File: src/rtl/vga3_pkg.sv
// Shared defaults, fetch FSM encoding and counter-width helpers for the VGA3 video path.
package vga3_pkg;

    localparam int AWIDTH_DEF = 18;
    localparam int DWIDTH_DEF = 8;
    localparam int HBYTES_DEF = 480;
    localparam int VLINES_DEF = 480;

    typedef enum logic [1:0] {
        IDLE      = 2'd0,
        WAIT_LINE = 2'd1,
        FETCH     = 2'd2
    } fetch_state_t;

    // A counter for n values never needs fewer than one bit.
    function automatic int cnt_w(input int n);
        return (n > 1) ? $clog2(n) : 1;
    endfunction

    localparam int BYTE_CNT_W = cnt_w(HBYTES_DEF);
    localparam int LINE_CNT_W = cnt_w(VLINES_DEF);

endpackage

File: src/rtl/vram_rdpipe.sv
// SRAM read-return pipeline: RDLAT-deep valid shift register, data captured at the tap.
module vram_rdpipe #(
    parameter int DWIDTH = 8,
    parameter int RDLAT  = 2
) (
    input  logic              clk,
    input  logic              rst_n,
    input  logic              squash,
    input  logic              rd_en,
    input  logic [DWIDTH-1:0] mem_data,
    output logic [DWIDTH-1:0] data,
    output logic              valid
);

    logic [RDLAT-1:0] vld_p0;

    always_ff @(posedge clk) begin
        if (!rst_n || squash) begin
            vld_p0 <= '0;
            valid  <= 1'b0;
        end else begin
            vld_p0[0] <= rd_en;
            for (int i = 1; i < RDLAT; i++) begin
                vld_p0[i] <= vld_p0[i-1];
            end
            valid <= vld_p0[RDLAT-1];
        end
    end

    // mem_data is valid exactly when the tap valid is set; hold otherwise.
    always_ff @(posedge clk) begin
        if (!rst_n) begin
            data <= '0;
        end else if (vld_p0[RDLAT-1] && !squash) begin
            data <= mem_data;
        end
    end

endmodule

File: src/rtl/vram_fetch.sv
// Frame-memory line fetcher feeding the 3-to-4 decompressor FIFO.
// Optional VRAM_FETCH_DOUBLESCAN_EN: every source line is fetched twice.
module vram_fetch
    import vga3_pkg::*;
#(
    parameter int AWIDTH   = AWIDTH_DEF,
    parameter int DWIDTH   = DWIDTH_DEF,
    parameter int HBYTES   = HBYTES_DEF,
    parameter int VLINES   = VLINES_DEF,
    parameter int BASEADDR = 0,
    parameter int RDLAT    = 2
) (
    input  logic              PixelClk,
    input  logic              ResetN,
    input  logic              FrameStart,
    input  logic              LineStart,
    input  logic              FifoFull,
    output logic [AWIDTH-1:0] MemAddr,
    output logic              MemRdEn,
    input  logic [DWIDTH-1:0] MemData,
    output logic [DWIDTH-1:0] ByteOut,
    output logic              ByteValid,
    output logic              FrameDone,
    output logic              Overrun
);

    localparam int BW = cnt_w(HBYTES);
    localparam int LW = cnt_w(VLINES);
    localparam logic [AWIDTH-1:0] BASE      = AWIDTH'(BASEADDR);
    localparam logic [BW-1:0]     BYTE_LAST = BW'(HBYTES - 1);
    localparam logic [LW-1:0]     LINE_LAST = LW'(VLINES - 1);
`ifdef VRAM_FETCH_DOUBLESCAN_EN
    localparam logic [AWIDTH-1:0] REWIND    = AWIDTH'(HBYTES - 1);
`endif

    fetch_state_t      state, state_nxt;
    logic [AWIDTH-1:0] addr, addr_nxt;
    logic [BW-1:0]     byte_cnt, byte_nxt;
    logic [LW-1:0]     line_cnt, line_nxt;
    logic              overrun_nxt;
    logic              squash;

    always_ff @(posedge PixelClk) begin
        if (!ResetN) begin
            state    <= IDLE;
            addr     <= BASE;
            byte_cnt <= '0;
            line_cnt <= '0;
            Overrun  <= 1'b0;
        end else begin
            state    <= state_nxt;
            addr     <= addr_nxt;
            byte_cnt <= byte_nxt;
            line_cnt <= line_nxt;
            Overrun  <= overrun_nxt;
        end
    end

    always_comb begin
        state_nxt   = state;
        addr_nxt    = addr;
        byte_nxt    = byte_cnt;
        line_nxt    = line_cnt;
        overrun_nxt = Overrun;
        MemRdEn     = 1'b0;
        FrameDone   = 1'b0;
        squash      = 1'b0;
        // FrameStart overrides everything, including a coincident LineStart.
        if (FrameStart) begin
            state_nxt = WAIT_LINE;
            addr_nxt  = BASE;
            line_nxt  = '0;
            squash    = 1'b1;
        end else begin
            case (state)
                IDLE: ;
                WAIT_LINE: begin
                    if (LineStart) begin
                        byte_nxt  = '0;
                        state_nxt = FETCH;
                    end
                end
                FETCH: begin
                    if (LineStart) begin
                        overrun_nxt = 1'b1;
                    end
                    if (!FifoFull) begin
                        MemRdEn  = 1'b1;
                        addr_nxt = addr + 1'b1;
                        byte_nxt = byte_cnt + 1'b1;
                        if (byte_cnt == BYTE_LAST) begin
                            if (line_cnt == LINE_LAST) begin
                                FrameDone = 1'b1;
                                state_nxt = IDLE;
                            end else begin
                                line_nxt  = line_cnt + 1'b1;
                                state_nxt = WAIT_LINE;
                            end
`ifdef VRAM_FETCH_DOUBLESCAN_EN
                            // Even output lines are the first pass of a source line.
                            if (!line_cnt[0]) begin
                                addr_nxt = addr - REWIND;
                            end
`endif
                        end
                    end
                end
                default: state_nxt = IDLE;
            endcase
        end
    end

    assign MemAddr = addr;

    vram_rdpipe #(
        .DWIDTH (DWIDTH),
        .RDLAT  (RDLAT)
    ) u_rdpipe (
        .clk      (PixelClk),
        .rst_n    (ResetN),
        .squash   (squash),
        .rd_en    (MemRdEn),
        .mem_data (MemData),
        .data     (ByteOut),
        .valid    (ByteValid)
    );

endmodule

File: config.mk
export PLATFORM = sky130hd
export DESIGN_NAME = vram_fetch
export DESIGN_NICKNAME = d
export VERILOG_FILES = /design/src/rtl/vga3_pkg.sv /design/src/rtl/vram_rdpipe.sv /design/src/rtl/vram_fetch.sv
export SDC_FILE = /design/constraint.sdc
export NUM_CORES = 1
export LEC_CHECK = 0
export CORE_ASPECT_RATIO = 0.9
export CORE_MARGIN = 4
export CORE_UTILIZATION = 52
export DETAILED_ROUTE_END_ITERATION = 8
export PLACE_DENSITY = 0.76
export SYNTH_ARGS = -nofsm -noshare
export SYNTH_HDL_FRONTEND = slang
export SYNTH_SLANG_ARGS = --single-unit
File: constraint.sdc
create_clock -name PixelClk -period 2.9 [get_ports PixelClk]
set_clock_uncertainty 0.2 [all_clocks]
set_input_delay 0.58 -clock PixelClk [delete_from_list [all_inputs] [get_ports PixelClk]]
set_output_delay 0.58 -clock PixelClk [all_outputs]
set_load 0.02 [all_outputs]
Word-level counts from Yosys, hierarchy flattened
Cells that the tools add are included. Widths: inputs -> output; s select.

Flip-flop bits (word level): 50.

Equal/unequal tests: 11. $add $sub $neg: 3. Reduce and logical (&&, ||, !) cells: 13. Mux-type cells: 18. Bitwise operators: 5.

Operators with widths (number): $add 18x1->18 const B (1); $add 9x1->9 const B (2); $eq 9x9->1 const B (2); $mux 9 (2); $pmux 9 s2 (1); $reduce_and 4->1 (4); $mux 1 (11); $ne 3x3->1 const B (3); $ne 2x2->1 const B (4); $mux 2 (3); $pmux 2 s3 (1); $not 1->1 (5); $reduce_and 3->1 (1); $eq 2x1->1 const B (1); $eq 2x2->1 const B (1); $logic_not 1->1 (2); $logic_not 2->1 (1); $reduce_and 2->1 (1); $reduce_bool 2->1 (1); $reduce_or 2->1 (1); $logic_and 1x1->1 (1); $logic_or 1x1->1 (1).

Depth between registers and ports, before layout
Gate-level depths: netlist of the first run.

Depth in word-level cells: 6. Gate-level depth with buffers: 8. Depth with buffers taken out: 6.

Modules after synthesis
Synthesis of the first run repeated with hierarchy kept, for this count alone.

Cell total of the unflattened synthesis: 269. Area total of the unflattened synthesis: 2398.6 sq um.

By module, submodules not included: vram_fetch (cells an instance 226, area an instance 1964.4 sq um, seq. area each 780.7 sq um, times used 1); vram_rdpipe (cells an instance 43, area an instance 434.2 sq um, seq. area each 220.2 sq um, times used 1).

Least setup slack after synthesis of the first run
No wires, ideal clock.

Kind: in2out. From: input FifoFull. To: output FrameDone. Path buffers: 1. Cell stages on the path: 4. Arrival: 1809 ps. Setup slack: 311 ps. Path through: nand2b_4 or3_1 clkbuf_1 nor3_1.

Cells in the longest elaborated chain, start to end: 3.

RTL lines: start, declared (line vram_fetch.sv:17) `input logic FifoFull,`; $mux 1 (line vram_fetch.sv:87) `if (!FifoFull) begin`; $mux 1 (line vram_fetch.sv:75) `case (state)`; $mux 1 (line vram_fetch.sv:69) `if (FrameStart) begin`; end, declared (line vram_fetch.sv:23) `output logic FrameDone,`.

No other way between the ends.

Worst setup path in the final report of the first run
Same ends and word-level chain as after synthesis.

==> results.toml, run 1 <==
[power]
p_switching_mw = 0.255
swShare = 0.219
totalPowerFinal_mw = 1.17
p_leak_nw = 0.993
powerDensity_nw_per_um2 = 393
intPower_mw = 0.912
ir_drop_mv = 0.323
comb_power_share = 0.054
power_frac_clock = 0.354
seq_power_share = 0.591

[worst_setup_path]
endpoint_kind = "output port"
worstSetupPathType = "input port to output port"
critPathCapture = "FrameDone"
critical_path_arrival_ns = 1.94
reg2reg_to = "byte_cnt[8]$_SDFFE_PN0P_"
startpoint = "FifoFull"
cp_cell_sequence = "clkdlybuf4s50_1, nand2b_4, or3_1, nor3_1, clkbuf_2"
regToRegSetupSlack_ns = 0.50
reg2reg_from = "state[0]$_SDFFE_PN0P_"
crit_slowest_cell = "clkdlybuf4s50_1"
critPathMaxFanout = 2
crit_required_ns = 2.12
cp-start-kind = "input port"
slowest_delay_ns = 0.43
reg2regPathDepth = 7

[floorplanning]
fp.dieW_um = 78.5
rows = 22
core_area_um2 = 4180
io_pins = 43
die_h_um = 71.4
die-area_um2 = 5600
initial_core_util = 0.555

[grt]
grt_max_degree = 16
antenna_found_initial = 0
grt_pass1_vias = 1927
track_usage = 0.193
grt_overflow = 0
grt_pass1_wl_um = 8700

[synth]
synth_top_family_by_area = "simple AND/OR/NAND/NOR gates"
ys_dominant_reg_cell = "dfxtp_1"
yosys.area_share.simple = 0.294
seq_area_frac_synth = 0.431
yosys.area.top_type = "dfxtp_1"
synthXorXnorAreaFrac = 0.0528
synth_adder_area_share = 0.0323
async_reset_ff_frac = 0
syn_area_um2 = 2320
synthMuxAreaShare = 0.0129
synth_cell_types = 39
syn_inst = 271
syn_nets = 290
ys_ff_latch = 50
synth-edff-count = 0
synth_area_per_cell_um2 = 8.57
yosysWarnings = 0
synth_compound_area_frac = 0.142
yosysTopAreaCellShare = 0.431
synth_area_leaders = "dfxtp_1, nand2_1, a21oi_1, nor2_1, ha_1"

[layout]
fin_nets = 345
nFillCells = 352
multi_input_area_um2 = 1240
final_core_util = 0.710
ff_latch_area_um2 = 1000
area_delta_synth_final_pct = 27.9
n_antenna_cell = 0
layout-drive-gt1-share = 0.0826
stdcell_count = 387

[detailed_routing]
drt-total-wl_um = 5100
drt_pass1_iterations = 4
drtIter0Drc = 94
wire_per_inst_um = 13.2
drcViolationCount = 0
drt.antenna.violating_nets = 0
vias = 2103
viasPerCell = 5.43

[sta]
rsz0062_at_grt = "false"
tightest_slew_ns = 0.674
fin_tns_setup_ns = 0
finalMaxSlewViolations = 0
hold_viol = 0
setup_viol = 0
max_slew_margin = 0.545
fin_crit_sh = 0.936
fmax_mhz = 368
setup_slack_ns = 0.184
period_needed_ns = 2.72

[clocking]
ctsRootBufferMaster = "clkbuf_8"
clk_path_buf_depth = 2
clock_sinks = 50
hold_buffers = 0
htreeDepth = 2
cts_buffers = 5
cts.clk_slew.worst_paths_ns = 0.09
cts_tree = "yes"
post_cts_buffers = 0
clk_latency_ns = 0.30

[placement]
place_ws_ns = -0.262
port_buffers = 42
place.gp.congestion = 0.822
dp_hpwl_um = 3780
placed_cells = 379

[worst_hold_path]
hp-class = "flip-flop to flip-flop"

[flow_run]
drv_cap = 0

[status]
outcome = "finished, final reports clean"
==> how the worst min path moves through the flow <==
stage,startpoint,cells after the start,endpoint,slack [ns]
floorplan,u_rdpipe.vld_p0[0]$_SDFF_PP0_,1,u_rdpipe.vld_p0[1]$_SDFF_PP0_,0.21
global placement,u_rdpipe.vld_p0[0]$_SDFF_PP0_,1,u_rdpipe.vld_p0[1]$_SDFF_PP0_,0.24
detailed placement,u_rdpipe.vld_p0[0]$_SDFF_PP0_,1,u_rdpipe.vld_p0[1]$_SDFF_PP0_,0.24
CTS,u_rdpipe.data[3]$_SDFFE_PN0P_,2,u_rdpipe.data[3]$_SDFFE_PN0P_,0.26
global route,u_rdpipe.vld_p0[0]$_SDFF_PP0_,1,u_rdpipe.vld_p0[1]$_SDFF_PP0_,0.26
finish,u_rdpipe.vld_p0[0]$_SDFF_PP0_,1,u_rdpipe.vld_p0[1]$_SDFF_PP0_,0.25
==> layout make-up <==
cell class | count | area share
Clock buffer | 7 | 0.0291
Clock inverter | 1 | 0.00168
Inverter | 9 | 0.0114
Multi-Input combinational cell | 203 | 0.417
Sequential cell | 50 | 0.337
Tap cell | 60 | 0.0253
Timing Repair Buffer | 57 | 0.179
==> layout by cell type, fill, tap and decap left out, drive strengths merged, types with 3 or more instances in the layout <==
cell           count
o31ai              9
nand4             11
nor2              22
mux2i              3
inv                9
o41ai              3
or3                5
nor3               6
o21ai              7
buf               15
ha                 6
nand2b             6
dfxtp             50
a21oi             22
clkdlybuf4s50     40
nand2             41
nor2b              5
clkbuf             8
or4                8
nor4               3
xnor2              7
xor2               7
nand4b             3
nand3              8
==> power groups by stage <==
stage	clock (mW)	combinational, mW	sequential, mW
final	0.414	0.0634	0.690
after global routing	0.448	0.0697	0.691
after CTS	0.424	0.0636	0.691
after detailed placement	0	0.0633	0.707
after global placement	0	0.0631	0.707
after floorplan	0	0.0328	0.707
==> Yosys cell counts (4+ instances only) <==
cell type,n
inv_1,9
or3_1,5
dfxtp_1,50
xor2_1,7
or4_1,8
nor3_1,6
nand4_1,11
clkbuf_1,7
xnor2_1,7
nand2_1,41
nand2b_1,4
a21oi_1,22
nand3_1,8
o21ai_0,7
o31ai_1,9
ha_1,6
nor2_1,22
nor2b_1,5
==> critical path: cells and delay by family <==
family,cells,cell delay [ns]
buf+inv,2,0.63
simple gates,3,0.72
==> routing by layer <==
| metal | vias up | routed length (um) | global-route usage | part of all wire |
|---|---|---|---|---|
| li1 | 1086 | - | - | - |
| met1 | 974 | 2430 | 0.259 | 0.48 |
| met2 | 38 | 2370 | 0.302 | 0.47 |
| met3 | 5 | 239 | 0.0503 | 0.047 |
| met4 | 0 | 55 | 0.0660 | 0.011 |
| met5 | - | 0 | 0 | 0 |
==> metrics by stage <==
step / instance area [um^2] / hold slack [ns]
after floorplan: 2320 / 0.206
after global placement: 2880 / 0.240
after detailed placement: 2880 / 0.237
after CTS: 2970 / 0.258
after global routing: 2970 / 0.264
final: 2970 / 0.251
==> registers in the layout, summed over array words and instances, names as in the netlist <==
name             cells
MemAddr             18
byte_cnt             9
line_cnt             9
u_rdpipe.data        8
state                2
u_rdpipe.vld_p0      2
Overrun              1
u_rdpipe.valid       1
==> timing repair <==
action                                  4_1_cts  5_1_grt
cloned                                        0        0
resized for setup                             1        4
endpoints found under the setup margin        1        2
==> cell families after synthesis <==
logic type	count (synthesis)
AOI/OAI and AO/OA	51
xor gates and xnor gates	14
adders and majority gates	6
buffers and inverters	18
DFF	50
muxes	3
and+or+nand+nor	129
Note: power is estimated with default switching activity, not from simulation.
==> run 2: changes to the inputs <==
CTS_CLUSTER_DIAMETER = 30   (was unset)
==> results of run 2 <==
Final layout, timing and power as in run 1 (identical DEF).
